**config.mk**
```make
export PLATFORM = sky130hd
export DESIGN_NAME = fetch_queue_unit
export DESIGN_NICKNAME = d
export VERILOG_FILES = /design/src/rtl/if_pkg.sv /design/src/rtl/fetch_fifo.sv /design/src/rtl/fetch_queue_unit.sv
export SDC_FILE = /design/constraint.sdc
export NUM_CORES = 1
export LEC_CHECK = 0
export BUFFER_PORTS_ARGS = -buffer_cell sky130_fd_sc_hd__buf_2
export CORE_MARGIN = 5
export CORE_UTILIZATION = 35
export CTS_BUF_LIST = sky130_fd_sc_hd__clkbuf_4
export DETAILED_ROUTE_END_ITERATION = 8
export HOLD_SLACK_MARGIN = 0.06
export PLACE_DENSITY = 0.62
export SYNTH_ARGS = -nofsm -noshare
export SYNTH_HDL_FRONTEND = slang
export SYNTH_SLANG_ARGS = --single-unit
```
**constraint.sdc**
```tcl
create_clock -name CLK -period 19.3 [get_ports CLK]
set_input_delay 3.86 -clock CLK [delete_from_list [all_inputs] [get_ports CLK]]
set_output_delay 3.86 -clock CLK [all_outputs]
set_load 0.01 [all_outputs]
```
**src/rtl/if_pkg.sv**
```systemverilog
// Shared types and defaults for the instruction fetch queue unit.
package if_pkg;

    localparam int          DEF_XLEN     = 32;
    localparam logic [31:0] DEF_RESET_PC = 32'h0000_0000;

    typedef enum logic {
        ST_IDLE = 1'b0,
        ST_WAIT = 1'b1
    } fetch_state_e;

    typedef struct packed {
        logic [DEF_XLEN-1:0] pc;
        logic [DEF_XLEN-1:0] instr;
    } fetch_entry_t;

endpackage

```
**src/rtl/fetch_fifo.sv**
```systemverilog
// DEPTH-entry circular queue of {pc, instr} pairs with push/pop/flush.
// Head outputs read as zero while the queue is empty.
module fetch_fifo #(
    parameter int XLEN  = 32,
    parameter int DEPTH = 4
) (
    input  logic                       clk,
    input  logic                       rst,
    input  logic                       push,
    input  logic                       pop,
    input  logic                       flush,
    input  logic [XLEN-1:0]            push_pc,
    input  logic [XLEN-1:0]            push_instr,
    output logic [XLEN-1:0]            head_pc,
    output logic [XLEN-1:0]            head_instr,
    output logic [$clog2(DEPTH):0]     count,
    output logic                       full,
    output logic                       empty
);
    localparam int PW = $clog2(DEPTH);
    localparam int CW = PW + 1;
    localparam logic [PW-1:0] PTR_ONE = PW'(1'b1);
    localparam logic [CW-1:0] CNT_ONE = CW'(1'b1);

    logic [PW-1:0]   wr_ptr_r;
    logic [PW-1:0]   rd_ptr_r;
    logic [CW-1:0]   count_r;
    logic [XLEN-1:0] pc_mem_r    [DEPTH];
    logic [XLEN-1:0] instr_mem_r [DEPTH];

    // Pointer and occupancy bookkeeping; pointers wrap naturally at DEPTH.
    always_ff @(posedge clk or posedge rst) begin
        if (rst) begin
            wr_ptr_r <= '0;
            rd_ptr_r <= '0;
            count_r  <= '0;
        end else if (flush) begin
            wr_ptr_r <= '0;
            rd_ptr_r <= '0;
            count_r  <= '0;
        end else begin
            case ({push, pop})
                2'b10: begin
                    wr_ptr_r <= wr_ptr_r + PTR_ONE;
                    count_r  <= count_r + CNT_ONE;
                end
                2'b01: begin
                    rd_ptr_r <= rd_ptr_r + PTR_ONE;
                    count_r  <= count_r - CNT_ONE;
                end
                2'b11: begin
                    wr_ptr_r <= wr_ptr_r + PTR_ONE;
                    rd_ptr_r <= rd_ptr_r + PTR_ONE;
                end
                default: begin
                    count_r <= count_r;
                end
            endcase
        end
    end

    // Entry storage, cleared on reset so no X can ever reach the head.
    always_ff @(posedge clk or posedge rst) begin
        if (rst) begin
            for (int i = 0; i < DEPTH; i++) begin
                pc_mem_r[i]    <= '0;
                instr_mem_r[i] <= '0;
            end
        end else if (push && !flush) begin
            pc_mem_r[wr_ptr_r]    <= push_pc;
            instr_mem_r[wr_ptr_r] <= push_instr;
        end
    end

    assign count      = count_r;
    assign empty      = (count_r == CW'(1'b0));
    assign full       = (count_r == CW'(DEPTH));
    assign head_pc    = empty ? '0 : pc_mem_r[rd_ptr_r];
    assign head_instr = empty ? '0 : instr_mem_r[rd_ptr_r];

endmodule

```
**src/rtl/fetch_queue_unit.sv**
```systemverilog
// Instruction fetch unit: single-outstanding memory reads feeding a fetch queue,
// with epoch-based discard of stale reads. Define IF_PERF_EN for fetch/flush counters.
module fetch_queue_unit
    import if_pkg::*;
#(
    parameter int              XLEN     = DEF_XLEN,
    parameter int              DEPTH    = 4,
    parameter logic [XLEN-1:0] RESET_PC = XLEN'(DEF_RESET_PC)
) (
    input  logic            CLK,
    input  logic            RST,
    input  logic            JumpD,
    input  logic [XLEN-1:0] PCJumpD,
    input  logic            PCSrcD,
    input  logic [XLEN-1:0] PCBranchD,
    input  logic            StallD,
    output logic            ImemReq,
    output logic [XLEN-1:0] ImemAddr,
    input  logic            ImemRvalid,
    input  logic [XLEN-1:0] ImemRdata,
    output logic            InstrValidF,
    output logic [XLEN-1:0] IRF,
    output logic [XLEN-1:0] PCF,
    output logic [XLEN-1:0] PCPlus4F,
    output logic [31:0]     FetchCnt,
    output logic [31:0]     FlushCnt
);
    localparam int              CW        = $clog2(DEPTH) + 1;
    localparam logic [CW-1:0]   CNT_DEPTH = CW'(DEPTH);
    localparam logic [XLEN-1:0] PC_STEP   = XLEN'(3'd4);

    fetch_state_e    state_r, state_n;
    logic            epoch_r, epoch_n;
    logic            req_epoch_r, req_epoch_n;
    logic [XLEN-1:0] fetch_pc_r, fetch_pc_n;
    logic [XLEN-1:0] req_pc_r, req_pc_n;
    logic            req_s, push_s, pop_s, redirect_s;
    logic [XLEN-1:0] target_s;
    logic [CW-1:0]   fifo_count_s;
    logic            full_s, empty_s;

    assign redirect_s = JumpD | PCSrcD;
    assign target_s   = (JumpD ? PCJumpD : PCBranchD) & ~XLEN'(2'b11);
    assign pop_s      = !empty_s && !StallD && !redirect_s;

    // Fetch state, fetch PC and the epoch the outstanding read was issued under.
    always_ff @(posedge CLK or posedge RST) begin
        if (RST) begin
            state_r     <= ST_IDLE;
            epoch_r     <= 1'b0;
            req_epoch_r <= 1'b0;
            fetch_pc_r  <= RESET_PC;
            req_pc_r    <= '0;
        end else begin
            state_r     <= state_n;
            epoch_r     <= epoch_n;
            req_epoch_r <= req_epoch_n;
            fetch_pc_r  <= fetch_pc_n;
            req_pc_r    <= req_pc_n;
        end
    end

    // Issue/response sequencing. Redirects never issue; a redirect during WAIT
    // marks the read stale once (epoch = ~issue epoch) so repeat redirects stay stale.
    always_comb begin
        state_n     = state_r;
        epoch_n     = epoch_r;
        req_epoch_n = req_epoch_r;
        fetch_pc_n  = fetch_pc_r;
        req_pc_n    = req_pc_r;
        req_s       = 1'b0;
        push_s      = 1'b0;
        case (state_r)
            ST_IDLE: begin
                if (redirect_s) begin
                    fetch_pc_n = target_s;
                end else if (!full_s && !RST) begin
                    req_s       = 1'b1;
                    req_pc_n    = fetch_pc_r;
                    req_epoch_n = epoch_r;
                    fetch_pc_n  = fetch_pc_r + PC_STEP;
                    state_n     = ST_WAIT;
                end else begin
                    state_n = ST_IDLE;
                end
            end
            ST_WAIT: begin
                if (redirect_s) begin
                    fetch_pc_n = target_s;
                    epoch_n    = ~req_epoch_r;
                    if (ImemRvalid) begin
                        state_n = ST_IDLE;
                    end else begin
                        state_n = ST_WAIT;
                    end
                end else if (ImemRvalid) begin
                    if ((req_epoch_r == epoch_r) && (fifo_count_s < CNT_DEPTH)) begin
                        push_s = 1'b1;
                    end else begin
                        push_s = 1'b0;
                    end
                    state_n = ST_IDLE;
                end else begin
                    state_n = ST_WAIT;
                end
            end
            default: begin
                state_n = ST_IDLE;
            end
        endcase
    end

    fetch_fifo #(
        .XLEN  (XLEN),
        .DEPTH (DEPTH)
    ) u_fifo (
        .clk        (CLK),
        .rst        (RST),
        .push       (push_s),
        .pop        (pop_s),
        .flush      (redirect_s),
        .push_pc    (req_pc_r),
        .push_instr (ImemRdata),
        .head_pc    (PCF),
        .head_instr (IRF),
        .count      (fifo_count_s),
        .full       (full_s),
        .empty      (empty_s)
    );

    assign ImemReq     = req_s;
    assign ImemAddr    = {2'b00, fetch_pc_r[XLEN-1:2]};
    assign InstrValidF = !empty_s;
    assign PCPlus4F    = PCF + PC_STEP;

`ifdef IF_PERF_EN
    logic [31:0] fetch_cnt_r;
    logic [31:0] flush_cnt_r;

    // A flush only counts when it throws away a queued or live in-flight instruction.
    always_ff @(posedge CLK or posedge RST) begin
        if (RST) begin
            fetch_cnt_r <= 32'd0;
            flush_cnt_r <= 32'd0;
        end else begin
            if (pop_s) begin
                fetch_cnt_r <= fetch_cnt_r + 32'd1;
            end
            if (redirect_s && (!empty_s || ((state_r == ST_WAIT) && (req_epoch_r == epoch_r)))) begin
                flush_cnt_r <= flush_cnt_r + 32'd1;
            end
        end
    end

    assign FetchCnt = fetch_cnt_r;
    assign FlushCnt = flush_cnt_r;
`else
    assign FetchCnt = 32'd0;
    assign FlushCnt = 32'd0;
`endif

endmodule
```
==> flow_summary.html <==
<table>
<tr><th>Metric</th><th>Value</th></tr>
<tr><th colspan="2">Final layout</th></tr>
<tr><td>Most common cell after layout, fill and taps aside</td><td>sky130_fd_sc_hd__dfrtp_1</td></tr>
<tr><td># nets final</td><td>1655</td></tr>
<tr><td>Relative area change from synthesis to final layout</td><td>16.0%</td></tr>
<tr><td>Most frequent cells in the layout</td><td>sky130_fd_sc_hd__dfrtp_1, sky130_fd_sc_hd__mux2_2, sky130_fd_sc_hd__buf_2</td></tr>
<tr><td>Final core utilization</td><td>41.1%</td></tr>
<tr><td>Share of post-route cells with drive strength above 1</td><td>43.9%</td></tr>
<tr><th colspan="2">Setup path</th></tr>
<tr><td>Type of origin of the critical path</td><td>input port</td></tr>
<tr><td>Count of buffering cells on the critical path with inverters included</td><td>6</td></tr>
<tr><td>WP data required</td><td>15.44 ns</td></tr>
<tr><td>Most frequent cell on the critical path</td><td>sky130_fd_sc_hd__buf_4</td></tr>
<tr><td>Critical Path Max Stage Delay</td><td>0.42 ns</td></tr>
<tr><td>Crit Path Category</td><td>in -&gt; out</td></tr>
<tr><td>Data arrival at the endpoint of the critical path</td><td>5.38 ns</td></tr>
<tr><td>Crit-path cells</td><td>buf_2 -&gt; buf_4 -&gt; nor2_1 -&gt; nand2_1 -&gt; buf_4 -&gt; inv_1 -&gt; buf_4 -&gt; buf_2</td></tr>
<tr><td>Largest fanout of any net on the critical path</td><td>45</td></tr>
<tr><td>Kind of cell with the highest combined delay on the critical path</td><td>buffers and inverters</td></tr>
<tr><td>CP Capture Type</td><td>output port</td></tr>
<tr><td>Slowest stage cell, crit path</td><td>sky130_fd_sc_hd__buf_4</td></tr>
<tr><th colspan="2">Logic synthesis</th></tr>
<tr><td>Post-synth EDFFs</td><td>0</td></tr>
<tr><td>Main synth FF type</td><td>sky130_fd_sc_hd__dfrtp_1</td></tr>
<tr><td>FFs w/ async S/R, synth</td><td>between 90% and 100%</td></tr>
<tr><td>Synth Area in XOR/XNOR</td><td>1.96%</td></tr>
<tr><td>Netlist area before placement</td><td>16100 um^2</td></tr>
<tr><td>Number of warnings issued by yosys</td><td>0</td></tr>
<tr><td>Number of cells produced by synthesis</td><td>1296</td></tr>
<tr><td>Mux cell area share after synthesis</td><td>28.2%</td></tr>
<tr><td>Synth Area in Adders</td><td>less than 1%</td></tr>
<tr><td>#FFs+latches synth</td><td>318</td></tr>
<tr><td>Mean instance size in the synthesized netlist</td><td>~12 um^2</td></tr>
<tr><td>Share of synthesized area occupied by flip-flops and latches</td><td>49.4%</td></tr>
<tr><td>Number of distinct library cells after synthesis</td><td>49</td></tr>
<tr><td>Largest cells by area after synthesis</td><td>sky130_fd_sc_hd__dfrtp_1, sky130_fd_sc_hd__mux2_2, sky130_fd_sc_hd__mux4_2</td></tr>
<tr><td>Compound-gate portion of the synthesized area</td><td>3.84%</td></tr>
<tr><td>Main combinational cell family by area after synthesis</td><td>multiplexers</td></tr>
<tr><td>Post-synth top area cell</td><td>sky130_fd_sc_hd__dfrtp_1</td></tr>
<tr><td>Fraction of post-synthesis cell area in the top cell type by area</td><td>49.4%</td></tr>
<tr><td>Fraction of the mapped netlist area in simple logic gates</td><td>10.2%</td></tr>
<tr><th colspan="2">Die</th></tr>
<tr><td>Die X-Extent</td><td>224 um</td></tr>
<tr><td>Die Span Y</td><td>224 um</td></tr>
<tr><td>Number of placement rows</td><td>78</td></tr>
<tr><td>Core Region</td><td>roughly 45000 um^2</td></tr>
<tr><td>Die area</td><td>50400 um^2</td></tr>
<tr><td>Initial Util</td><td>roughly 35%</td></tr>
<tr><td>I/O Pins</td><td>around 300</td></tr>
<tr><th colspan="2">STA</th></tr>
<tr><td>Max transition margin</td><td>17.8%</td></tr>
<tr><td>Post-layout min period</td><td>9.24 ns</td></tr>
<tr><td>Actual slew at the worst max-slew pin</td><td>1.23 ns</td></tr>
<tr><td>Total negative slack for setup checks</td><td>0 ns</td></tr>
<tr><td>Largest clock skew in the final design</td><td>slightly below 0.06 ns</td></tr>
<tr><td>Highest attainable clock frequency</td><td>0.108 GHz</td></tr>
<tr><td>Max-slew violation total from the final report</td><td>0</td></tr>
<tr><td>Final critical-path share of the clock period</td><td>47.9%</td></tr>
<tr><td>Fin. Hold Viols</td><td>0</td></tr>
<tr><td>Unrepaired setup endpoints after global routing</td><td>false</td></tr>
<tr><td>Setup violations, final</td><td>0</td></tr>
<tr><th colspan="2">Power</th></tr>
<tr><td>Leak</td><td>0.00944 uW</td></tr>
<tr><td>Power density over cell area</td><td>101 nW/um^2</td></tr>
<tr><td>Power Total</td><td>about 1900 uW</td></tr>
<tr><td>Max IR drop VDD</td><td>0.0000402 V</td></tr>
<tr><th colspan="2">Placement</th></tr>
<tr><td>Number of input and output port buffers inserted</td><td>between 200 and 250</td></tr>
<tr><td>Weighted congestion reported at the end of routability-driven placement</td><td>roughly 0.8</td></tr>
<tr><td>HPWL reported at the end of detailed placement</td><td>between 20 and 25 mm</td></tr>
<tr><th colspan="2">Routing</th></tr>
<tr><td>Initial drt markers</td><td>574</td></tr>
<tr><td>DR DRC count</td><td>0</td></tr>
<tr><td>Via count</td><td>approximately 11000</td></tr>
<tr><td>Wire length per cell</td><td>17.4 um</td></tr>
<tr><td>Wirelength, routed</td><td>38.4 mm</td></tr>
<tr><td>Avg Vias per Cell</td><td>4.91</td></tr>
<tr><td>Detail Route Antenna Nets</td><td>0</td></tr>
<tr><td>First-pass iteration count of the detailed router</td><td>4</td></tr>
<tr><th colspan="2">CTS</th></tr>
<tr><td>Clock latency reported for the late side of the worst-skew pair</td><td>between 0.7 and 0.8 ns</td></tr>
<tr><td>Clock tree from TritonCTS</td><td>built</td></tr>
<tr><td>H-tree depth reported by CTS</td><td>3</td></tr>
<tr><td>Number of instances resized during post-cts repair</td><td>0</td></tr>
<tr><td>Buffers from clock root to sink, at most</td><td>3</td></tr>
<tr><td>Buffer type at the clock tree root</td><td>sky130_fd_sc_hd__clkbuf_4</td></tr>
<tr><td>Number of hold buffers added after CTS</td><td>0</td></tr>
<tr><td># Post-CTS Setup Buffers</td><td>0</td></tr>
<tr><td>Clock sinks</td><td>~320</td></tr>
<tr><td>Total clock buffers created by CTS</td><td>89</td></tr>
<tr><td>CTS clk-pin slew, worst paths</td><td>0.06 ns</td></tr>
<tr><th colspan="2">Global routing</th></tr>
<tr><td>Number of global-route vias before repair</td><td>about 11000</td></tr>
<tr><td>First-pass GRT wire length</td><td>slightly above 60 mm</td></tr>
<tr><td>Gr usage total</td><td>between 10% and 20%</td></tr>
<tr><td>Pin count of the biggest net entering global routing</td><td>roughly 160</td></tr>
<tr><td>Antenna violations before repair</td><td>2</td></tr>
<tr><td>Leftover overflow at the end of global routing</td><td>0</td></tr>
<tr><th colspan="2">Worst hold path</th></tr>
<tr><td>Type of the tightest min-delay check</td><td>reg -&gt; reg</td></tr>
<tr><th colspan="2">Job</th></tr>
<tr><td>Number of max-cap violations</td><td>0</td></tr>
<tr><th colspan="2">Run status</th></tr>
<tr><td>Result of the run</td><td>finished clean</td></tr>
</table>
## worst register-to-register path: stages (launching register included)
cell,delay (ns)
sky130_fd_sc_hd__dfrtp_1,0.45
sky130_fd_sc_hd__nor2b_1,0.16
sky130_fd_sc_hd__and4_1,0.59
sky130_fd_sc_hd__nand2_4,0.70
sky130_fd_sc_hd__mux2_2,0.60
## routing by layer
layer | vias to the layer above | global-route usage, % | wire length (um)
met5 | - | 0 | 7
met3 | 73 | 3.41 | 2150
met1 | 5409 | 20.6 | 17300
li1 | 5059 | - | -
met4 | 2 | 5.40 | 913
met2 | 304 | 23.6 | 18100
## final cells by class
type	instances	area [um^2]
diodes	1	2.50
clock buffers	133	998
clock inverters	22	171
fillers	4396	26800
inverters	19	78.8
multi-input cells	884	7510
flip-flops and latches	318	7970
well taps	600	751
repair buffers	234	1200
## flip-flops by register name (all words and copies together) (netlist names)
name and cells:
u_fifo.count 3, fetch_pc_r 30, state_r 1, u_fifo.wr_ptr_r 2, req_epoch_r 1, epoch_r 1, req_pc_r 30, u_fifo.instr_mem_r 128
u_fifo.pc_mem_r 120, u_fifo.rd_ptr_r 2
## cells by family after synthesis
kind of cell             Yosys count
multiplexers                     336
AND/OR/NAND/NOR                  333
flip-flops                       318
buffers and inverters            163
AO/OA/AOI/OAI                    102
XOR/XNOR                          36
adder cells (fa/ha/maj)            7
other                              1
## metrics by stage
stage	hold WS (ns)	worst slack, ns	area, um^2	cells
after global placement	0.479	10.04	17500	2055
final	0.497	10.06	18700	2211
after detailed placement	0.486	10.05	17500	2055
after CTS	0.500	10.05	18700	2210
after floorplan	0.470	6.64	16400	1365
after global routing	0.510	9.86	18700	2211
## synthesized netlist by cell type (2+ instances only)
| cell | count |
|---|---|
| sky130_fd_sc_hd__o22a_1 | 8 |
| sky130_fd_sc_hd__or2_2 | 2 |
| sky130_fd_sc_hd__nor2_1 | 36 |
| sky130_fd_sc_hd__ha_1 | 6 |
| sky130_fd_sc_hd__nor3b_1 | 2 |
| sky130_fd_sc_hd__buf_2 | 21 |
| sky130_fd_sc_hd__and3_1 | 6 |
| sky130_fd_sc_hd__nor4_1 | 2 |
| sky130_fd_sc_hd__mux2i_1 | 13 |
| sky130_fd_sc_hd__mux4_2 | 55 |
| sky130_fd_sc_hd__nand4_2 | 2 |
| sky130_fd_sc_hd__buf_4 | 75 |
| sky130_fd_sc_hd__a21oi_1 | 45 |
| sky130_fd_sc_hd__and2_1 | 58 |
| sky130_fd_sc_hd__inv_1 | 19 |
| sky130_fd_sc_hd__a32oi_1 | 2 |
| sky130_fd_sc_hd__a211oi_1 | 10 |
| sky130_fd_sc_hd__o21ai_0 | 19 |
| sky130_fd_sc_hd__clkbuf_1 | 42 |
| sky130_fd_sc_hd__nor4_4 | 2 |
| sky130_fd_sc_hd__nor2b_1 | 13 |
| sky130_fd_sc_hd__nand2_1 | 143 |
| sky130_fd_sc_hd__xor2_1 | 14 |
| sky130_fd_sc_hd__nand4_1 | 11 |
| sky130_fd_sc_hd__a22o_1 | 2 |
| sky130_fd_sc_hd__nor3_2 | 2 |
| sky130_fd_sc_hd__buf_1 | 5 |
| sky130_fd_sc_hd__a311oi_1 | 3 |
| sky130_fd_sc_hd__and4_1 | 3 |
| sky130_fd_sc_hd__nor3_1 | 19 |
| sky130_fd_sc_hd__mux4_1 | 10 |
| sky130_fd_sc_hd__dfrtp_1 | 318 |
| sky130_fd_sc_hd__a31oi_1 | 3 |
| sky130_fd_sc_hd__nand3_1 | 28 |
| sky130_fd_sc_hd__mux2_2 | 258 |
| sky130_fd_sc_hd__xnor2_1 | 22 |
| sky130_fd_sc_hd__o22ai_1 | 4 |
| sky130_fd_sc_hd__or3_1 | 2 |
## path summary, 6_finish.rpt
path                                                 to                start  cells past startpoint  slack (ns)
worst max-delay path                            ImemReq                JumpD                      8       10.06
min in group asynchronous           u_fifo.pc_mem_r[18]                  RST                      2        3.43
worst min register to register      u_fifo.pc_mem_r[71]  u_fifo.pc_mem_r[71]                      1        0.50
max in group asynchronous       u_fifo.instr_mem_r[107]                  RST                      3       14.17
worst max register to register    u_fifo.instr_mem_r[1]      u_fifo.count[2]                      4       16.64
worst min-delay path                u_fifo.pc_mem_r[71]  u_fifo.pc_mem_r[71]                      1        0.50
## power by group
part           internal, uW  switching [uW]
Combinational           188             208
Clock                   353             280
Sequential              764             101
Total                  1310             589
(Power assumes the default switching activity.)
